===== config.mk =====
export PLATFORM = sky130hd
export DESIGN_NAME = mux_uart_multi_flat
export DESIGN_NICKNAME = d
export VERILOG_FILES = /design/src/rtl/mux_uart_multi_if.sv /design/src/rtl/mux_uart_multi.sv /design/src/flat_wrapper.sv
export SDC_FILE = /design/constraint.sdc
export NUM_CORES = 2
export LEC_CHECK = 0
export BUFFER_PORTS_ARGS = -buffer_cell sky130_fd_sc_hd__buf_2
export CORE_UTILIZATION = 43
export DETAILED_ROUTE_END_ITERATION = 6
export MAX_ROUTING_LAYER = met4
export PLACE_DENSITY = 0.7
export SYNTH_ARGS = -nofsm -noshare
export SYNTH_HDL_FRONTEND = slang
export SYNTH_SLANG_ARGS = --single-unit

===== constraint.sdc =====
create_clock -name clk -period 4.03 [get_ports clk]
set_input_delay 0.6045 -clock clk [delete_from_list [all_inputs] [get_ports clk]]
set_output_delay 0.6045 -clock clk [all_outputs]
set_load 0.005 [all_outputs]

===== src/rtl/mux_uart_multi_if.sv =====
// CPU-side register bus for the multi-channel UART.
// One-cycle strobed access, registered read data and interrupt outputs.
interface mux_uart_multi_if;
   logic       selected;
   logic [4:0] address;
   logic       write_en;
   logic [7:0] data_in;
   logic [7:0] data_out;
   logic       int_reqn;
   logic [3:0] irq_number;

   modport master (
      output selected, address, write_en, data_in,
      input  data_out, int_reqn, irq_number
   );

   modport slave (
      input  selected, address, write_en, data_in,
      output data_out, int_reqn, irq_number
   );
endinterface


===== src/rtl/mux_uart_multi.sv =====
// Up to four independent UART channels behind one register bus,
// each with RX/TX FIFOs and a prioritised interrupt output.
module mux_uart_multi #(
   parameter int CHANNELS   = 4,
   parameter int FIFO_DEPTH = 16,
   parameter int CLK_HZ     = 27_000_000
) (
   input  logic                clk,
   input  logic                reset,
   mux_uart_multi_if.slave     bus,
   input  logic [CHANNELS-1:0] uart_rx,
   output logic [CHANNELS-1:0] uart_tx
);

   localparam int AW = $clog2(FIFO_DEPTH);
   localparam int CW = AW + 1;
   localparam logic [CW-1:0] FULL = CW'(FIFO_DEPTH);

   localparam logic [2:0] REG_CTRL = 3'd0;
   localparam logic [2:0] REG_BAUD = 3'd1;
   localparam logic [2:0] REG_DATA = 3'd2;
   localparam logic [2:0] REG_STAT = 3'd3;
   localparam logic [2:0] REG_LVL  = 3'd4;
   localparam logic [2:0] REG_EN   = 3'd5;
   localparam logic [2:0] REG_CMD  = 3'd6;

   // Slow rates at high clk overflow the 16-bit counter; clamp them.
   function automatic logic [15:0] sat_div(input int baud);
      int d;
      d = CLK_HZ / baud;
      return (d > 65535) ? 16'hFFFF : d[15:0];
   endfunction

   localparam logic [15:0] DIV_TAB [8] = '{
      sat_div(75),   sat_div(300),  sat_div(1200),  sat_div(2400),
      sat_div(4800), sat_div(9600), sat_div(19200), sat_div(38400)
   };

   typedef enum logic [2:0] {
      T_IDLE, T_START, T_DATA, T_PAR, T_STOP, T_STOP2
   } tx_st_t;

   typedef enum logic [2:0] {
      R_IDLE, R_START, R_DATA, R_PAR, R_STOP
   } rx_st_t;

   logic [1:0] acc_ch;
   logic [2:0] acc_reg;
   assign acc_ch  = bus.address[4:3];
   assign acc_reg = bus.address[2:0];

   logic [7:0]          ch_rdata [CHANNELS];
   logic [3:0]          ch_lvl   [CHANNELS];
   logic [CHANNELS-1:0] ch_req;

   for (genvar g = 0; g < CHANNELS; g++) begin : gen_ch
      logic          hit, wr, rd;
      logic [4:0]    ctrl;
      logic [2:0]    baud;
      logic [3:0]    lvl;
      logic [1:0]    en;
      logic          ovr, ferr, perr;
      logic [7:0]    tx_mem [FIFO_DEPTH];
      logic [7:0]    rx_mem [FIFO_DEPTH];
      logic [AW-1:0] tx_wp, tx_rp, rx_wp, rx_rp;
      logic [CW-1:0] tx_cnt, rx_cnt;
      logic          tx_full, tx_empty, tx_idle;
      logic          tx_push, tx_push_ok, tx_load, tx_done;
      logic          rx_full, rx_empty;
      logic          rx_push, rx_push_ok, rx_pop_req, rx_pop;
      logic          tx_flush, rx_flush, clr_err, restore;
      tx_st_t        tx_st;
      logic [15:0]   tx_tmr, tx_dv;
      logic [7:0]    tx_sh, tx_head, tx_mask;
      logic [2:0]    tx_bit, tx_nb;
      logic          tx_pen, tx_two, tx_par, tx_line;
      rx_st_t        rx_st;
      logic [15:0]   rx_tmr, rx_dv;
      logic [7:0]    rx_sh;
      logic [2:0]    rx_bit, rx_nb;
      logic          rx_pen, rx_odd, rx_pbit, rx_s1, rx_s2;
      logic [7:0]    rdata;

      assign hit = bus.selected && (acc_ch == 2'(g));
      assign wr  = hit && bus.write_en;
      assign rd  = hit && !bus.write_en;

      assign tx_flush = wr && acc_reg == REG_CMD && bus.data_in[2];
      assign rx_flush = wr && acc_reg == REG_CMD && bus.data_in[1];
      assign clr_err  = wr && acc_reg == REG_CMD && bus.data_in[0];
      assign restore  = wr && acc_reg == REG_CMD && bus.data_in[3];

      assign tx_full  = tx_cnt == FULL;
      assign tx_empty = tx_cnt == '0;
      assign tx_idle  = tx_empty && tx_st == T_IDLE;
      assign tx_done  = tx_tmr == '0 &&
                        ((tx_st == T_STOP && !tx_two) || tx_st == T_STOP2);
      assign tx_load  = !tx_empty && (tx_st == T_IDLE || tx_done);
      assign tx_push  = wr && acc_reg == REG_DATA;
      assign tx_push_ok = tx_push && (!tx_full || tx_load);
      assign tx_head  = tx_mem[tx_rp];
      assign tx_mask  = 8'hFF >> (2'd3 - ctrl[2:1]);

      assign rx_full    = rx_cnt == FULL;
      assign rx_empty   = rx_cnt == '0;
      assign rx_push    = rx_st == R_STOP && rx_tmr == '0;
      assign rx_pop_req = rd && acc_reg == REG_DATA;
      // An empty FIFO still serves a byte arriving in the same cycle.
      assign rx_pop     = rx_pop_req && (!rx_empty || rx_push);
      assign rx_push_ok = rx_push && (!rx_full || rx_pop);

      always_comb begin
         rdata = 8'h00;
         case (acc_reg)
            REG_CTRL: rdata = {3'b000, ctrl};
            REG_BAUD: rdata = {5'b00000, baud};
            REG_DATA: rdata = rx_empty ? (rx_push ? rx_sh : 8'h00)
                                       : rx_mem[rx_rp];
            REG_STAT: rdata = {2'b00, perr, ferr, ovr,
                               tx_idle, !tx_full, !rx_empty};
            REG_LVL:  rdata = {4'b0000, lvl};
            REG_EN:   rdata = {6'b000000, en};
            default:  rdata = 8'h00;
         endcase
      end

      assign ch_rdata[g] = rdata;
      assign ch_lvl[g]   = lvl;
      assign ch_req[g]   = (en[0] && !rx_empty) || (en[1] && tx_idle);
      assign uart_tx[g]  = tx_line;

      always_ff @(posedge clk) begin
         if (tx_push_ok && !tx_flush) tx_mem[tx_wp] <= bus.data_in;
         if (rx_push_ok && !rx_flush) rx_mem[rx_wp] <= rx_sh;
      end

      always_ff @(posedge clk) begin
         if (reset) begin
            ctrl   <= 5'h0C;
            baud   <= 3'd5;
            lvl    <= '0;
            en     <= '0;
            ovr    <= 1'b0;
            ferr   <= 1'b0;
            perr   <= 1'b0;
            tx_wp  <= '0;
            tx_rp  <= '0;
            tx_cnt <= '0;
            rx_wp  <= '0;
            rx_rp  <= '0;
            rx_cnt <= '0;
         end else begin
            if (wr) begin
               case (acc_reg)
                  REG_CTRL: ctrl <= bus.data_in[4:0];
                  REG_BAUD: baud <= bus.data_in[2:0];
                  REG_LVL:  lvl  <= bus.data_in[3:0];
                  REG_EN:   en   <= bus.data_in[1:0];
                  default:  ;
               endcase
            end
            if (restore) begin
               ctrl <= 5'h0C;
               baud <= 3'd5;
               lvl  <= '0;
               en   <= '0;
            end
            if (clr_err) begin
               ovr  <= 1'b0;
               ferr <= 1'b0;
               perr <= 1'b0;
            end
            if (rx_push && !rx_push_ok && !rx_flush) ovr <= 1'b1;
            if (rx_push) begin
               if (!rx_s2) ferr <= 1'b1;
               if (rx_pen && ((^rx_sh) ^ rx_odd) != rx_pbit) perr <= 1'b1;
            end
            if (tx_flush) begin
               tx_rp  <= tx_wp;
               tx_cnt <= '0;
            end else begin
               if (tx_push_ok) tx_wp <= tx_wp + AW'(1);
               if (tx_load)    tx_rp <= tx_rp + AW'(1);
               tx_cnt <= tx_cnt + CW'(tx_push_ok) - CW'(tx_load);
            end
            if (rx_flush) begin
               rx_rp  <= rx_wp;
               rx_cnt <= '0;
            end else begin
               if (rx_push_ok) rx_wp <= rx_wp + AW'(1);
               if (rx_pop)     rx_rp <= rx_rp + AW'(1);
               rx_cnt <= rx_cnt + CW'(rx_push_ok) - CW'(rx_pop);
            end
         end
      end

      // Frame settings are latched at load so mid-frame writes wait.
      always_ff @(posedge clk) begin
         if (reset) begin
            tx_st   <= T_IDLE;
            tx_line <= 1'b1;
            tx_tmr  <= '0;
            tx_dv   <= '0;
            tx_sh   <= '0;
            tx_bit  <= '0;
            tx_nb   <= '0;
            tx_pen  <= 1'b0;
            tx_two  <= 1'b0;
            tx_par  <= 1'b0;
         end else if (tx_load) begin
            tx_st   <= T_START;
            tx_line <= 1'b0;
            tx_dv   <= DIV_TAB[baud];
            tx_tmr  <= DIV_TAB[baud] - 16'd1;
            tx_sh   <= tx_head & tx_mask;
            tx_bit  <= '0;
            tx_nb   <= {1'b0, ctrl[2:1]} + 3'd4;
            tx_pen  <= ctrl[3];
            tx_two  <= ctrl[4];
            tx_par  <= (^(tx_head & tx_mask)) ^ ctrl[0];
         end else if (tx_st != T_IDLE) begin
            if (tx_tmr != '0) begin
               tx_tmr <= tx_tmr - 16'd1;
            end else begin
               tx_tmr <= tx_dv - 16'd1;
               unique case (tx_st)
                  T_START: begin
                     tx_st   <= T_DATA;
                     tx_line <= tx_sh[0];
                  end
                  T_DATA: begin
                     if (tx_bit == tx_nb) begin
                        tx_st   <= tx_pen ? T_PAR : T_STOP;
                        tx_line <= tx_pen ? tx_par : 1'b1;
                     end else begin
                        tx_bit  <= tx_bit + 3'd1;
                        tx_sh   <= tx_sh >> 1;
                        tx_line <= tx_sh[1];
                     end
                  end
                  T_PAR: begin
                     tx_st   <= T_STOP;
                     tx_line <= 1'b1;
                  end
                  T_STOP:  tx_st <= tx_two ? T_STOP2 : T_IDLE;
                  T_STOP2: tx_st <= T_IDLE;
                  default: tx_st <= T_IDLE;
               endcase
            end
         end
      end

      always_ff @(posedge clk) begin
         if (reset) begin
            rx_s1   <= 1'b1;
            rx_s2   <= 1'b1;
            rx_st   <= R_IDLE;
            rx_tmr  <= '0;
            rx_dv   <= '0;
            rx_sh   <= '0;
            rx_bit  <= '0;
            rx_nb   <= '0;
            rx_pen  <= 1'b0;
            rx_odd  <= 1'b0;
            rx_pbit <= 1'b0;
         end else begin
            rx_s1 <= uart_rx[g];
            rx_s2 <= rx_s1;
            if (rx_st == R_IDLE) begin
               if (!rx_s2) begin
                  rx_st  <= R_START;
                  rx_dv  <= DIV_TAB[baud];
                  rx_tmr <= (DIV_TAB[baud] >> 1) - 16'd1;
                  rx_nb  <= {1'b0, ctrl[2:1]} + 3'd4;
                  rx_pen <= ctrl[3];
                  rx_odd <= ctrl[0];
                  rx_sh  <= '0;
                  rx_bit <= '0;
               end
            end else if (rx_tmr != '0) begin
               rx_tmr <= rx_tmr - 16'd1;
            end else begin
               rx_tmr <= rx_dv - 16'd1;
               unique case (rx_st)
                  R_START: rx_st <= rx_s2 ? R_IDLE : R_DATA;
                  R_DATA: begin
                     rx_sh[rx_bit] <= rx_s2;
                     if (rx_bit == rx_nb) begin
                        rx_st <= rx_pen ? R_PAR : R_STOP;
                     end else begin
                        rx_bit <= rx_bit + 3'd1;
                     end
                  end
                  R_PAR: begin
                     rx_pbit <= rx_s2;
                     rx_st   <= R_STOP;
                  end
                  R_STOP:  rx_st <= R_IDLE;
                  default: rx_st <= R_IDLE;
               endcase
            end
         end
      end
   end

   logic [7:0] rd_mux;
   logic [3:0] win_lvl;

   always_comb begin
      rd_mux = 8'h00;
      for (int i = 0; i < CHANNELS; i++) begin
         if (acc_ch == 2'(i)) rd_mux = ch_rdata[i];
      end
   end

   // Scan high to low so the lowest-numbered requester wins.
   always_comb begin
      win_lvl = 4'd0;
      for (int i = CHANNELS - 1; i >= 0; i--) begin
         if (ch_req[i]) win_lvl = ch_lvl[i];
      end
   end

   always_ff @(posedge clk) begin
      if (reset) begin
         bus.data_out   <= 8'h00;
         bus.int_reqn   <= 1'b1;
         bus.irq_number <= 4'd0;
      end else begin
         if (bus.selected && !bus.write_en) bus.data_out <= rd_mux;
         bus.int_reqn   <= ~|ch_req;
         bus.irq_number <= win_lvl;
      end
   end

endmodule


===== src/flat_wrapper.sv =====
// flat-port wrapper written by rule: the top's interface ports become plain ports
module mux_uart_multi_flat 
#(
   parameter int CHANNELS   = 4,
   parameter int FIFO_DEPTH = 16,
   parameter int CLK_HZ     = 27_000_000
)
  (clk, reset, uart_rx, uart_tx, bus_selected, bus_address, bus_write_en, bus_data_in, bus_data_out, bus_int_reqn, bus_irq_number);
  mux_uart_multi_if bus_i ();
  input  logic clk;
  input  logic reset;
  input  logic [CHANNELS-1:0] uart_rx;
  output logic [CHANNELS-1:0] uart_tx;
  input wire logic [$bits(bus_i.selected)-1:0] bus_selected;
  input wire logic [$bits(bus_i.address)-1:0] bus_address;
  input wire logic [$bits(bus_i.write_en)-1:0] bus_write_en;
  input wire logic [$bits(bus_i.data_in)-1:0] bus_data_in;
  output wire logic [$bits(bus_i.data_out)-1:0] bus_data_out;
  output wire logic [$bits(bus_i.int_reqn)-1:0] bus_int_reqn;
  output wire logic [$bits(bus_i.irq_number)-1:0] bus_irq_number;
  assign bus_i.selected = bus_selected;
  assign bus_i.address = bus_address;
  assign bus_i.write_en = bus_write_en;
  assign bus_i.data_in = bus_data_in;
  assign bus_data_out = bus_i.data_out;
  assign bus_int_reqn = bus_i.int_reqn;
  assign bus_irq_number = bus_i.irq_number;
  mux_uart_multi #(.CHANNELS(CHANNELS), .FIFO_DEPTH(FIFO_DEPTH), .CLK_HZ(CLK_HZ)) u_core (.clk(clk), .reset(reset), .bus(bus_i), .uart_rx(uart_rx), .uart_tx(uart_tx));
endmodule

==> flow_summary.yaml <==
global_routing:
  maximum_number_of_pins_on_one_net_before_global_route_repair: 191
  grt_pass1_wl_mm: 284.7
  via_count_of_the_first_global_routing_pass: 48600
  antenna_violations_before_repair: 11
  global_router_s_overall_resource_usage: 0.2140
  overflow: 0
synth:
  synth_warnings: 0
  synth_top_flop_cell: "edfxtp_1"
  synth-edff-count: 1024
  synth_fp_nets: 6229
  syn-instance-count: 6066
  synth_area_um2: 74000
  synth_most_common_cell: "edfxtp_1"
  ys_seq_area_frac: 0.5879
  ys_top_cells_by_area: "edfxtp_1 (42%), dfxtp_1 (17%), mux4_2 (8.1%)"
  synthTopCellsByCount: "edfxtp_1 (1024), nor2_1 (651), dfxtp_1 (637), nand2_1 (517), a21oi_1 (493)"
  async_reset_ff_frac: 0
  synth.distinct_cells: 109
  yosysTopAreaCell: "edfxtp_1"
  synth.avg_cell_area_um2: 12.20
  ys_seq_elements: 1661
  synth_top_area_frac: 0.4155
cts:
  clock_tree_from_tritoncts: "yes"
  cts-htree-levels: 4
  path_clk_slew_ns: 0.06
  cts.sinks: 1661
  cts_root_buffer: "clkbuf_16"
  cts_inserted_buffers: 169
  post_cts.resized_instances: 0
  cts.path.max_buffers: 3
  worstSkewPairLatency_ns: 0.83
  post_cts.repair.setup_buffers: 0
place:
  globalplace.congestion: 0.9298
  placed_area_um2: 77330
  number_of_port_buffers: 37
  detailed_place_hpwl_mm: 121.1
layout:
  area_growth_syn_to_fin_pct: 12.32
  drive_gt1_frac: 0.1420
  finalNetCount: 6306
  final_area_um2: 83120
detailed_routing:
  post_drt_via_cell_ratio: 5.874
  drt_iter0_drcs: 4941
  drt_wl_total_mm: 183.2
  wl_met1_mm: 76.81
  maxUsedRoutingLayer: "met4"
  routed-wl-met3_mm: 12.46
  route.antenna.remaining_nets: 0
  wl_per_cell_um: 21.32
  drt_pre_antenna_iters: 7
  post-route-drc-count: 5
  met2_wirelength_mm: 87.32
  routed-via-count: 50480
worst_setup_path:
  crit_fanout: 8
  rr_worst_depth: 12
  critPathKind: "register to register"
  critPathRequiredTime_ns: 4.68
  cp_capture_type: "register"
  startpoint_type: "register"
  cp_arrival_ns: 4.32
outcome:
  status: "finished, violations left"
  violations_in_the_final_reports: "design-rule violations"
min_path:
  timing.hold.worst.class: "input pin to register"
  min_path_cells: 2
floorplanning:
  die-height_um: 416.8
  design.core.area_um2: 170200
  io-pin-count: 38
  initial_utilization: 0.4347
  std_cell_rows: 151
  die_x_um: 416.8
  die_area_um2: 173800
power:
  pwr_density_cell_nw_per_um2: 560.9
  p_leak_uw: 0.02817
  worst_vdd_ir_v: 0.0003767
timing:
  grt_setup_unrepaired: "no"
  final_hold_viol_count: 0
  finalCriticalPeriod_ns: 3.669
  finClkSkew_ns: 0.04027
  fmax_ghz: 0.2725
  setup_viol: 0
  finalSetupTns_ns: 0
  timing.final.max_slew_violations: 0
  relSlewSlack: 0.2844
  transition_time_of_the_tightest_slew_check_pin_ns: 1.073
  min_period_over_period: 0.9105
flow_run:
  drv_cap: 0
-- power breakdown --
group | internal [µW] | switching [µW]
logic | 4450 | 6150
clock network | 9080 | 6870
registers | 18900 | 1170
-- per-stage QoR --
step	hold WS [ns]	power, µW	setup WS, ns	std cells	util
2_1_floorplan	0.3895	28350	0.4559	6066	-
5_1_grt	0.03463	48680	0.1978	8590	0.4882
3_5_place_dp	0.3964	30860	0.4640	8264	0.4543
3_3_place_gp	0.3990	30570	0.5211	8264	0.4543
6_report	0.03887	46620	0.3605	8593	0.4883
4_1_cts	0.003855	46810	0.5110	8582	0.4881
-- critical path, cell delays in order (launching register included) --
cell	delay [ns]
dfxtp_1	0.46
nor4_1	0.12
nand4_1	0.25
nor2_1	0.14
a21oi_1	0.24
ha_1	0.22
or3b_2	0.48
nor2_1	0.10
o31ai_1	0.19
nor4_1	0.55
mux2_2	0.41
o21ai_0	0.24
a31oi_1	0.12
-- area by class of cell --
class	instances	area [µm²]
multi-input cells	3896	28360
diodes	11	27.53
clock inverters	70	938.4
inverters	137	519.2
repair buffers	278	2095
well taps	2295	2872
fillers	14520	87110
clock buffers	245	4791
flip-flops and latches	1661	43510
-- per-layer routing --
layer	track usage	up-vias
li1	-	22970
met1	0.2788	25210
met2	0.3357	1921
met3	0.03239	383
met4	0.08686	0
met5	-	-
-- placed cells by master, fill, tap and decap left out, types with 18 or more instances in the layout --
cell type,netlist,routed
clkinv_2,0,20
o21ai_0,144,144
a211oi_1,136,136
a22oi_1,80,80
nor2_1,651,650
clkbuf_1,256,48
nand2_1,517,517
mux2i_1,95,95
mux4_2,265,265
a221oi_1,21,21
and3_1,35,35
xnor2_1,143,143
nor4_1,31,29
nor2b_1,43,43
a31oi_1,70,70
clkbuf_16,0,170
ha_1,134,134
inv_1,130,130
clkinv_1,1,18
and2_1,34,34
mux4_1,19,19
or2_2,22,22
nand3_1,110,109
o31ai_1,26,26
xor2_1,100,100
a311oi_1,44,44
nor3_1,197,193
buf_4,17,235
a21oi_1,493,493
edfxtp_1,1024,1024
or3_1,36,36
a21o_1,26,26
clkbuf_8,7,25
nand4_1,49,49
dfxtp_1,637,629
o21a_1,21,21
o211ai_1,34,34
buf_2,36,33
nand2b_1,36,36
-- kinds of logic (layout without fill, tap and decap cells) --
family | count (synthesis) | in the layout | synth area share
mux | 396 | 396 | 0.1028
xor+xnor | 248 | 248 | 0.03028
buf+inv | 509 | 730 | 0.02969
compound gates | 1251 | 1251 | 0.1087
flops | 1661 | 1661 | 0.5879
simple gates | 1859 | 1859 | 0.1158
fa+ha+maj | 142 | 142 | 0.02482
other cells | 0 | 11 | 0
-- flip-flops by register name, summed over array words and instances, names as in the netlist, 12 cells and up, named ones only --
signal / flops
u_core.gen_ch.rx_mem: 512
u_core.gen_ch.tx_mem: 512
u_core.gen_ch.rx_dv: 64
u_core.gen_ch.rx_tmr: 64
u_core.gen_ch.tx_dv: 64
u_core.gen_ch.tx_tmr: 64
u_core.gen_ch.rx_sh: 32
u_core.gen_ch.tx_sh: 32
u_core.gen_ch.ctrl: 20
u_core.gen_ch.rx_cnt: 20
u_core.gen_ch.tx_cnt: 20
u_core.gen_ch.lvl: 16
u_core.gen_ch.rx_rp: 16
u_core.gen_ch.rx_wp: 16
u_core.gen_ch.tx_rp: 16
u_core.gen_ch.tx_wp: 16
u_core.gen_ch.baud: 12
u_core.gen_ch.rx_bit: 12
u_core.gen_ch.rx_st: 12
u_core.gen_ch.tx_bit: 12
u_core.gen_ch.tx_st: 12
-- final timing paths --
path / startpoint / to / slack [ns]
min: uart_rx[1] / u_core.gen_ch[1].rx_s1 / 0.04
max: u_core.gen_ch[3].rx_tmr[12] / u_core.gen_ch[3].rx_tmr[12] / 0.36
min reg2reg: u_core.gen_ch[0].rx_s1 / u_core.gen_ch[0].rx_s2 / 0.41
max reg2reg: u_core.gen_ch[3].rx_tmr[12] / u_core.gen_ch[3].rx_tmr[12] / 0.36
-- timing repair --
| action | in CTS | in global routing |
|---|---|---|
| setup endpoints to repair | 0 | 0 |
| hold buffers | 3 | 0 |
| hold endpoints to repair | 3 | 0 |
(Power assumes the default switching activity.)
